### config.mk
export PLATFORM = sky130hd
export DESIGN_NAME = handshake_unit_flat
export DESIGN_NICKNAME = d
export VERILOG_FILES = /design/src/rtl/handshake_pkg.sv /design/src/rtl/handshake_if.sv /design/src/rtl/sync_delay.sv /design/src/rtl/handshake_unit.sv /design/src/flat_wrapper.sv
export SDC_FILE = /design/constraint.sdc
export NUM_CORES = 1
export LEC_CHECK = 0
export CORE_AREA = 2 2 39 41
export CTS_CLUSTER_DIAMETER = 200
export CTS_CLUSTER_SIZE = 40
export DETAILED_ROUTE_END_ITERATION = 16
export DIE_AREA = 0 0 41 43
export PLACE_DENSITY = 0.53
export SYNTH_ARGS = -nofsm -noshare
export SYNTH_HDL_FRONTEND = slang
export SYNTH_HIERARCHICAL = 1
export SYNTH_SLANG_ARGS = --single-unit
export TNS_END_PERCENT = 30
### constraint.sdc
create_clock -name clk -period 1.1 [get_ports clk]
set_input_delay 0.33 -clock clk [delete_from_list [all_inputs] [get_ports clk]]
set_output_delay 0.33 -clock clk [all_outputs]
set_load 0.02 [all_outputs]
### src/rtl/handshake_pkg.sv
// Shared types and default parameters for the four-phase req/ack handshake unit.
package handshake_pkg;

    typedef enum logic [1:0] {
        IDLE = 2'd0,
        REQ  = 2'd1,
        DROP = 2'd2
    } snd_state_t;

    typedef enum logic {
        R_IDLE = 1'b0,
        R_ACK  = 1'b1
    } rcv_state_t;

    localparam int DEF_SYNC_STAGES = 2;
    localparam int DEF_RD_DIV      = 4;

endpackage

### src/rtl/handshake_if.sv
// Control-side bundle of the handshake unit: transfer request in, notification/busy out.
interface handshake_if;
    logic start;
    logic read_it;
    logic done;

    modport master (output start, input read_it, input done);
    modport slave  (input start, output read_it, output done);
endinterface

### src/rtl/sync_delay.sv
// Fixed-length flop chain that models synchronizer latency on one handshake wire.
module sync_delay #(
    parameter int STAGES = 2
) (
    input  logic clk,
    input  logic rst,
    input  logic d,
    output logic q
);

    logic [STAGES-1:0] r_sh;

    always_ff @(posedge clk) begin
        if (rst) begin
            r_sh <= '0;
        end else begin
            r_sh[0] <= d;
            for (int i = 1; i < STAGES; i++) begin
                r_sh[i] <= r_sh[i-1];
            end
        end
    end

    assign q = r_sh[STAGES-1];

endmodule

### src/rtl/handshake_unit.sv
// Four-phase handshake between a full-rate sender FSM and an enable-gated receiver FSM,
// with req and ack each crossing through a sync_delay chain.
module handshake_unit
    import handshake_pkg::*;
#(
    parameter int SYNC_STAGES = DEF_SYNC_STAGES,
    parameter int RD_DIV      = DEF_RD_DIV
) (
    input  logic        clk,
    input  logic        rst,
    handshake_if.slave  hs
);

    localparam int CNT_W = (RD_DIV > 1) ? $clog2(RD_DIV) : 1;

    snd_state_t       r_state;
    rcv_state_t       r_rstate;
    logic             r_req;
    logic             r_ack;
    logic             r_done;
    logic             r_read_it;
    logic [CNT_W-1:0] r_cnt;
    logic             w_rd_en;
    logic             w_req_s;
    logic             w_ack_s;

    // Read-side enable: one pulse every RD_DIV cycles, on the last count.
    assign w_rd_en = (r_cnt == CNT_W'(RD_DIV - 1));

    always_ff @(posedge clk) begin
        if (rst) begin
            r_cnt <= '0;
        end else if (w_rd_en) begin
            r_cnt <= '0;
        end else begin
            r_cnt <= r_cnt + CNT_W'(1);
        end
    end

    sync_delay #(.STAGES(SYNC_STAGES)) u_req_sync (
        .clk (clk),
        .rst (rst),
        .d   (r_req),
        .q   (w_req_s)
    );

    sync_delay #(.STAGES(SYNC_STAGES)) u_ack_sync (
        .clk (clk),
        .rst (rst),
        .d   (r_ack),
        .q   (w_ack_s)
    );

    // Sender: done lags the state by one cycle so it rises the edge after start is taken.
    always_ff @(posedge clk) begin
        if (rst) begin
            r_state <= IDLE;
            r_req   <= 1'b0;
            r_done  <= 1'b0;
        end else begin
            r_done <= (r_state != IDLE);
            unique case (r_state)
                IDLE: begin
                    if (hs.start) begin
                        r_state <= REQ;
                        r_req   <= 1'b1;
                    end
                end
                REQ: begin
                    if (w_ack_s) begin
                        r_state <= DROP;
                        r_req   <= 1'b0;
                    end
                end
                DROP: begin
                    if (!w_ack_s) begin
                        r_state <= IDLE;
                    end
                end
                default: begin
                    r_state <= IDLE;
                    r_req   <= 1'b0;
                end
            endcase
        end
    end

    // Receiver: moves only on rd_en; read_it marks the accepting transition.
    always_ff @(posedge clk) begin
        if (rst) begin
            r_rstate  <= R_IDLE;
            r_ack     <= 1'b0;
            r_read_it <= 1'b0;
        end else begin
            r_read_it <= 1'b0;
            if (w_rd_en) begin
                unique case (r_rstate)
                    R_IDLE: begin
                        if (w_req_s) begin
                            r_rstate  <= R_ACK;
                            r_ack     <= 1'b1;
                            r_read_it <= 1'b1;
                        end
                    end
                    R_ACK: begin
                        if (!w_req_s) begin
                            r_rstate <= R_IDLE;
                            r_ack    <= 1'b0;
                        end
                    end
                    default: begin
                        r_rstate <= R_IDLE;
                        r_ack    <= 1'b0;
                    end
                endcase
            end
        end
    end

    assign hs.done    = r_done;
    assign hs.read_it = r_read_it;

endmodule

### src/flat_wrapper.sv
// flat-port wrapper written by rule: the top's interface ports become plain ports
module handshake_unit_flat import handshake_pkg::*;
#(
    parameter int SYNC_STAGES = DEF_SYNC_STAGES,
    parameter int RD_DIV      = DEF_RD_DIV
)
  (clk, rst, hs_start, hs_read_it, hs_done);
  handshake_if hs_i ();
  input  logic clk;
  input  logic rst;
  input wire logic [$bits(hs_i.start)-1:0] hs_start;
  output wire logic [$bits(hs_i.read_it)-1:0] hs_read_it;
  output wire logic [$bits(hs_i.done)-1:0] hs_done;
  assign hs_i.start = hs_start;
  assign hs_read_it = hs_i.read_it;
  assign hs_done = hs_i.done;
  handshake_unit #(.SYNC_STAGES(SYNC_STAGES), .RD_DIV(RD_DIV)) u_core (.clk(clk), .rst(rst), .hs(hs_i));
endmodule
======== After elaboration in Yosys (flattened, before gate mapping) ========
Index checks and enable logic that the tools add are counted.
W data, S select, Z words.
cells by class
  add/subtract/negate cells ............... 1
  eq/ne operators ......................... 8
  multiplexer cells ....................... 11
  bitwise gates (word level) .............. 3
  reduce and logical (&&, ||, !) cells .... 7
operator list
  operator               count
  $ne A2 B2 Y1 const B   5
  $reduce_and A3 Y1      3
  $mux W2                3
  $pmux W2 S3            1
  $mux W1                5
  $eq A2 B2 Y1 const B   2
  $not A1 Y1             3
  $pmux W1 S3            1
  $reduce_or A3 Y1       1
  $add A2 B1 Y2 const B  1
  $eq A2 B1 Y1 const B   1
  $logic_not A2 Y1       1
  $pmux W1 S2            1
  $reduce_bool A2 Y1     1
  $reduce_or A2 Y1       1
storage, ports and cells
  flip-flop bits (word level) ............. 13
  word-level logic and storage cells ...... 39

======== Logic depth before layout (Yosys ltp) ========
  word-level depth ........................ 3
  depth in mapped cells ................... 4

======== Hierarchy ========
Netlist, hierarchy kept.
modules (own cells, without submodules)
  module          times used  cells an instance  area each (µm²)  sequential area each (µm²)
  handshake_unit  1           33                 331.6            180.2
  sync_delay      2           4                  52.6             40.0

======== Worst setup path after synthesis ========
Ideal clock, no wire load.
  path kind ............................... reg2reg
  start point ............................. reg u_core.r_cnt[0]
  end point ............................... reg u_core.r_ack
  data arrival time ....................... 0.866 ns
  data required time ...................... 0.986 ns
  path slack .............................. 0.119 ns
  cell stages (with the launch flop) ...... 5
  buffers on the path ..................... 0
  period minus slack after synthesis ...... 0.981 ns
  cells stage by stage .................... dfxtp_1 -> ha_1 -> a21oi_1 -> a2bb2oi_1 -> nor2_1
on the way
  longest elaborated chain between the ends .. 2
RTL lines
  what                                line                   source
  start, declared                     handshake_unit.sv:22   logic [CNT_W-1:0] r_cnt;
  start signal, assigned              handshake_unit.sv:36   r_cnt <= r_cnt + CNT_W'(1);
  $eq A2 B2 Y1                        handshake_unit.sv:28   assign w_rd_en = (r_cnt == CNT_W'(RD_DIV - 1));
  $reduce_and A3 Y1 (no source line)  --
  end signal, assigned                handshake_unit.sv:92   r_ack <= 1'b0;
  end signal, assigned                handshake_unit.sv:101  r_ack <= 1'b1;
  end signal, assigned                handshake_unit.sv:108  r_ack <= 1'b0;
  end, declared                       handshake_unit.sv:19   logic r_ack;
No other way between the ends.
A chain may end at the register's enable or synchronous reset.

======== Worst setup path after layout ========
  start point ............................. reg u_core.r_read_it (netlist: u_core/hs.read_it)
  end point ............................... out hs_read_it
RTL lines
  what                    line                   source
  start, declared         handshake_unit.sv:21   logic r_read_it;
  start signal, assigned  handshake_unit.sv:93   r_read_it <= 1'b0;
  start signal, assigned  handshake_unit.sv:95   r_read_it <= 1'b0;
  start signal, assigned  handshake_unit.sv:102  r_read_it <= 1'b1;
  end, declared           flat_wrapper.sv:12     output wire logic [$bits(hs_i.read_it)-1:0] hs_read_it;
No word-level cell between the ends.

==> results.json <==
{
  "cp-end-kind": "primary output",
  "grt_pass1_wl_mm": 1.12,
  "multi_input_area_um2": 164,
  "start_util_pct": 31.6,
  "max-cap-violations": 0,
  "p_total_uw": 894,
  "worstSetupPathType": "flop to primary output",
  "grt-busiest-layer": "met2",
  "final_area_um2": 536,
  "portBuffers": 4,
  "synth_seq_area_share_pct": 59.6,
  "syn_area_um2": 437,
  "fin_crit_sh_pct": 94.4,
  "clock-sinks": 13,
  "worst-path-buf-inv": 1,
  "cp_top_family": "flip-flops",
  "drt-total-wl_um": 638,
  "required_ns": 0.77,
  "cts_root_buf": "clkbuf_4",
  "avgViaCountPerCell": 4.67,
  "fill_cells": 142,
  "grt_antenna_before_repair": 0,
  "mostFrequentLayoutCells": "dfxtp_1, buf_4, nor2_1, nor2b_1",
  "clk_pin_slew_ns": 0.08,
  "grt_pass1_vias": 319,
  "track_usage_pct": 10.2,
  "coreArea_um2": 1380,
  "die_area_um2": 1760,
  "fin_util_pct": 38.7,
  "final_common_cell": "dfxtp_1",
  "worst_pin_slew_ns": 0.155,
  "post-route-drc-count": 0,
  "start_kind": "flop",
  "grt_max_degree": 8,
  "synth_top_area_cell": "dfxtp_1",
  "muxShareOfSynthArea_pct": 2.29,
  "hold_violations": 0,
  "slew_violations": 0,
  "clock_latency_ns": 0.27,
  "syn_to_final_growth_pct": 22.6,
  "power_density_nw_per_um2": 1670,
  "synth_top_family_by_area": "simple AND/OR/NAND/NOR gates",
  "cp.arrival_ns": 0.71,
  "min_path_type": "flop to flop",
  "synth-xor-area-share_pct": 2.01,
  "ys_ff_latch": 13,
  "yosysWarningCount": 6,
  "cts_buffers": 3,
  "setup-violations-final": 0,
  "final_cells": 67,
  "die_w_um": 41,
  "synth.top_cells.by_area": "dfxtp_1, nor2b_1, nor3_2",
  "cpMaxStageDelayCell": "dfxtp_1",
  "place.gp.congestion": 0.678,
  "die_h_um": 43,
  "wire_per_inst_um": 9.52,
  "place_inst": 63,
  "drive_above_1_share_pct": 21.6,
  "num_vias": 313,
  "irDropWorstVdd_mv": 0.640,
  "synth_compound_area_share_pct": 7.16,
  "cts_hold_buf": 0,
  "yosysUniqueCellTypes": 17,
  "finClkSkew_ns": 0.00413,
  "setup_ws_ns": 0.0615,
  "dp_hpwl_um": 476,
  "rows": 14,
  "cts_tree": "built",
  "postSynthAreaPerCell_um2": 10.7,
  "synth_top_cell_area_share_pct": 59.6,
  "first_pass_iters": 4,
  "placed_area_um2": 512,
  "synthCells": 41,
  "seq_area_um2": 260,
  "synth_fa_ha_area_share_pct": 2.87,
  "use_met3_pct": 3.14,
  "clock_path_buffers": 2,
  "power_leakage_uw": 0.000207,
  "use_met2_pct": 14.4,
  "nets": 56,
  "crit_path_max_incr_delay_ns": 0.30,
  "crit_fanout": 1,
  "ant_nets": 0,
  "gr-total-overflow": 0,
  "postCtsSetupRepairBufs": 0,
  "period_needed_ns": 1.04,
  "path_cells": "buf_4",
  "cts_max_level": 1,
  "relSlewSlack_pct": 89.4,
  "met1_usage_pct": 10.2,
  "syn_nets": 45,
  "outcome": "complete, no violations",
  "io_pins": 5,
  "synthSimpleGateAreaFrac_pct": 22.6,
  "drtIter0Drc": 3,
  "diodes": 0,
  "fmax_mhz": 963,
  "place_ws_ns": -0.147
}
-- report_power, final --
part	leakage, uW	internal [uW]	switching [uW]
Clock	0.0000150	140	143
Sequential	0.000107	505	19.6
Combinational	0.0000851	50.4	36.1
-- cells in the mapped netlist --
master      n
dfxtp_1    13
o31ai_1     1
nor3_2      2
nand2_1     1
nand3_1     1
ha_1        1
a2bb2oi_1   1
nand2b_1    2
mux2i_1     1
nor3b_1     1
a21oi_1     3
nor2_1      4
buf_4       1
xnor2_1     1
nor2b_1     4
nor3_1      2
inv_1       2
-- layout make-up --
| class | count | area share, % |
|---|---|---|
| clock buffers | 4 | 4.91 |
| inverters | 2 | 1.40 |
| multi-input cells | 25 | 30.6 |
| flip-flops and latches | 13 | 48.6 |
| well taps | 16 | 3.74 |
| repair buffers | 7 | 10.7 |
-- stage by stage --
stage                      TNS [ns]  hold slack, ns
after CTS                         0           0.441
after detailed placement      -1.77           0.425
after global placement        -1.66           0.430
final                             0           0.434
after floorplan                   0           0.402
after global routing      -0.000441           0.458
-- metal layers --
| metal | up-vias | wire length [um] |
|---|---|---|
| met1 | 146 | 258 |
| met2 | 10 | 328 |
| met5 | - | 0 |
| li1 | 155 | - |
| met3 | 2 | 40 |
| met4 | 0 | 10 |
-- registers in the layout (all words and copies together), names as in the netlist --
register and cells:
u_core/u_ack_sync/r_sh 2, u_core/r_req 1, u_core/hs.read_it 1, u_core/r_rstate 1, u_core/hs.done 1, u_core/r_state 2
u_core/u_req_sync/r_sh 2, u_core/r_ack 1, u_core/r_cnt 2
-- final timing paths --
| check | startpoint | to | slack [ns] | cells past startpoint |
|---|---|---|---|---|
| worst min-delay path | u_core/u_req_sync/r_sh[0] | u_core/u_req_sync/r_sh[1] | 0.43 | 1 |
| worst max register to register | u_core/r_cnt[0] | u_core/r_ack | 0.11 | 4 |
| worst max-delay path | u_core/hs.read_it | hs_read_it | 0.06 | 1 |
| worst min register to register | u_core/u_req_sync/r_sh[0] | u_core/u_req_sync/r_sh[1] | 0.43 | 1 |
-- cells by family after synthesis --
| kind of cell | count (synthesis) |
|---|---|
| xor+xnor | 1 |
| simple gates | 17 |
| mux | 1 |
| fa+ha+maj | 1 |
| buf+inv | 3 |
| flops | 13 |
| compound gates | 5 |
-- repair_timing --
action | CTS | global route
cloned | 0 | 0
resized for setup | 8 | 3
setup endpoints to repair | 2 | 3
(Power assumes the default switching activity.)
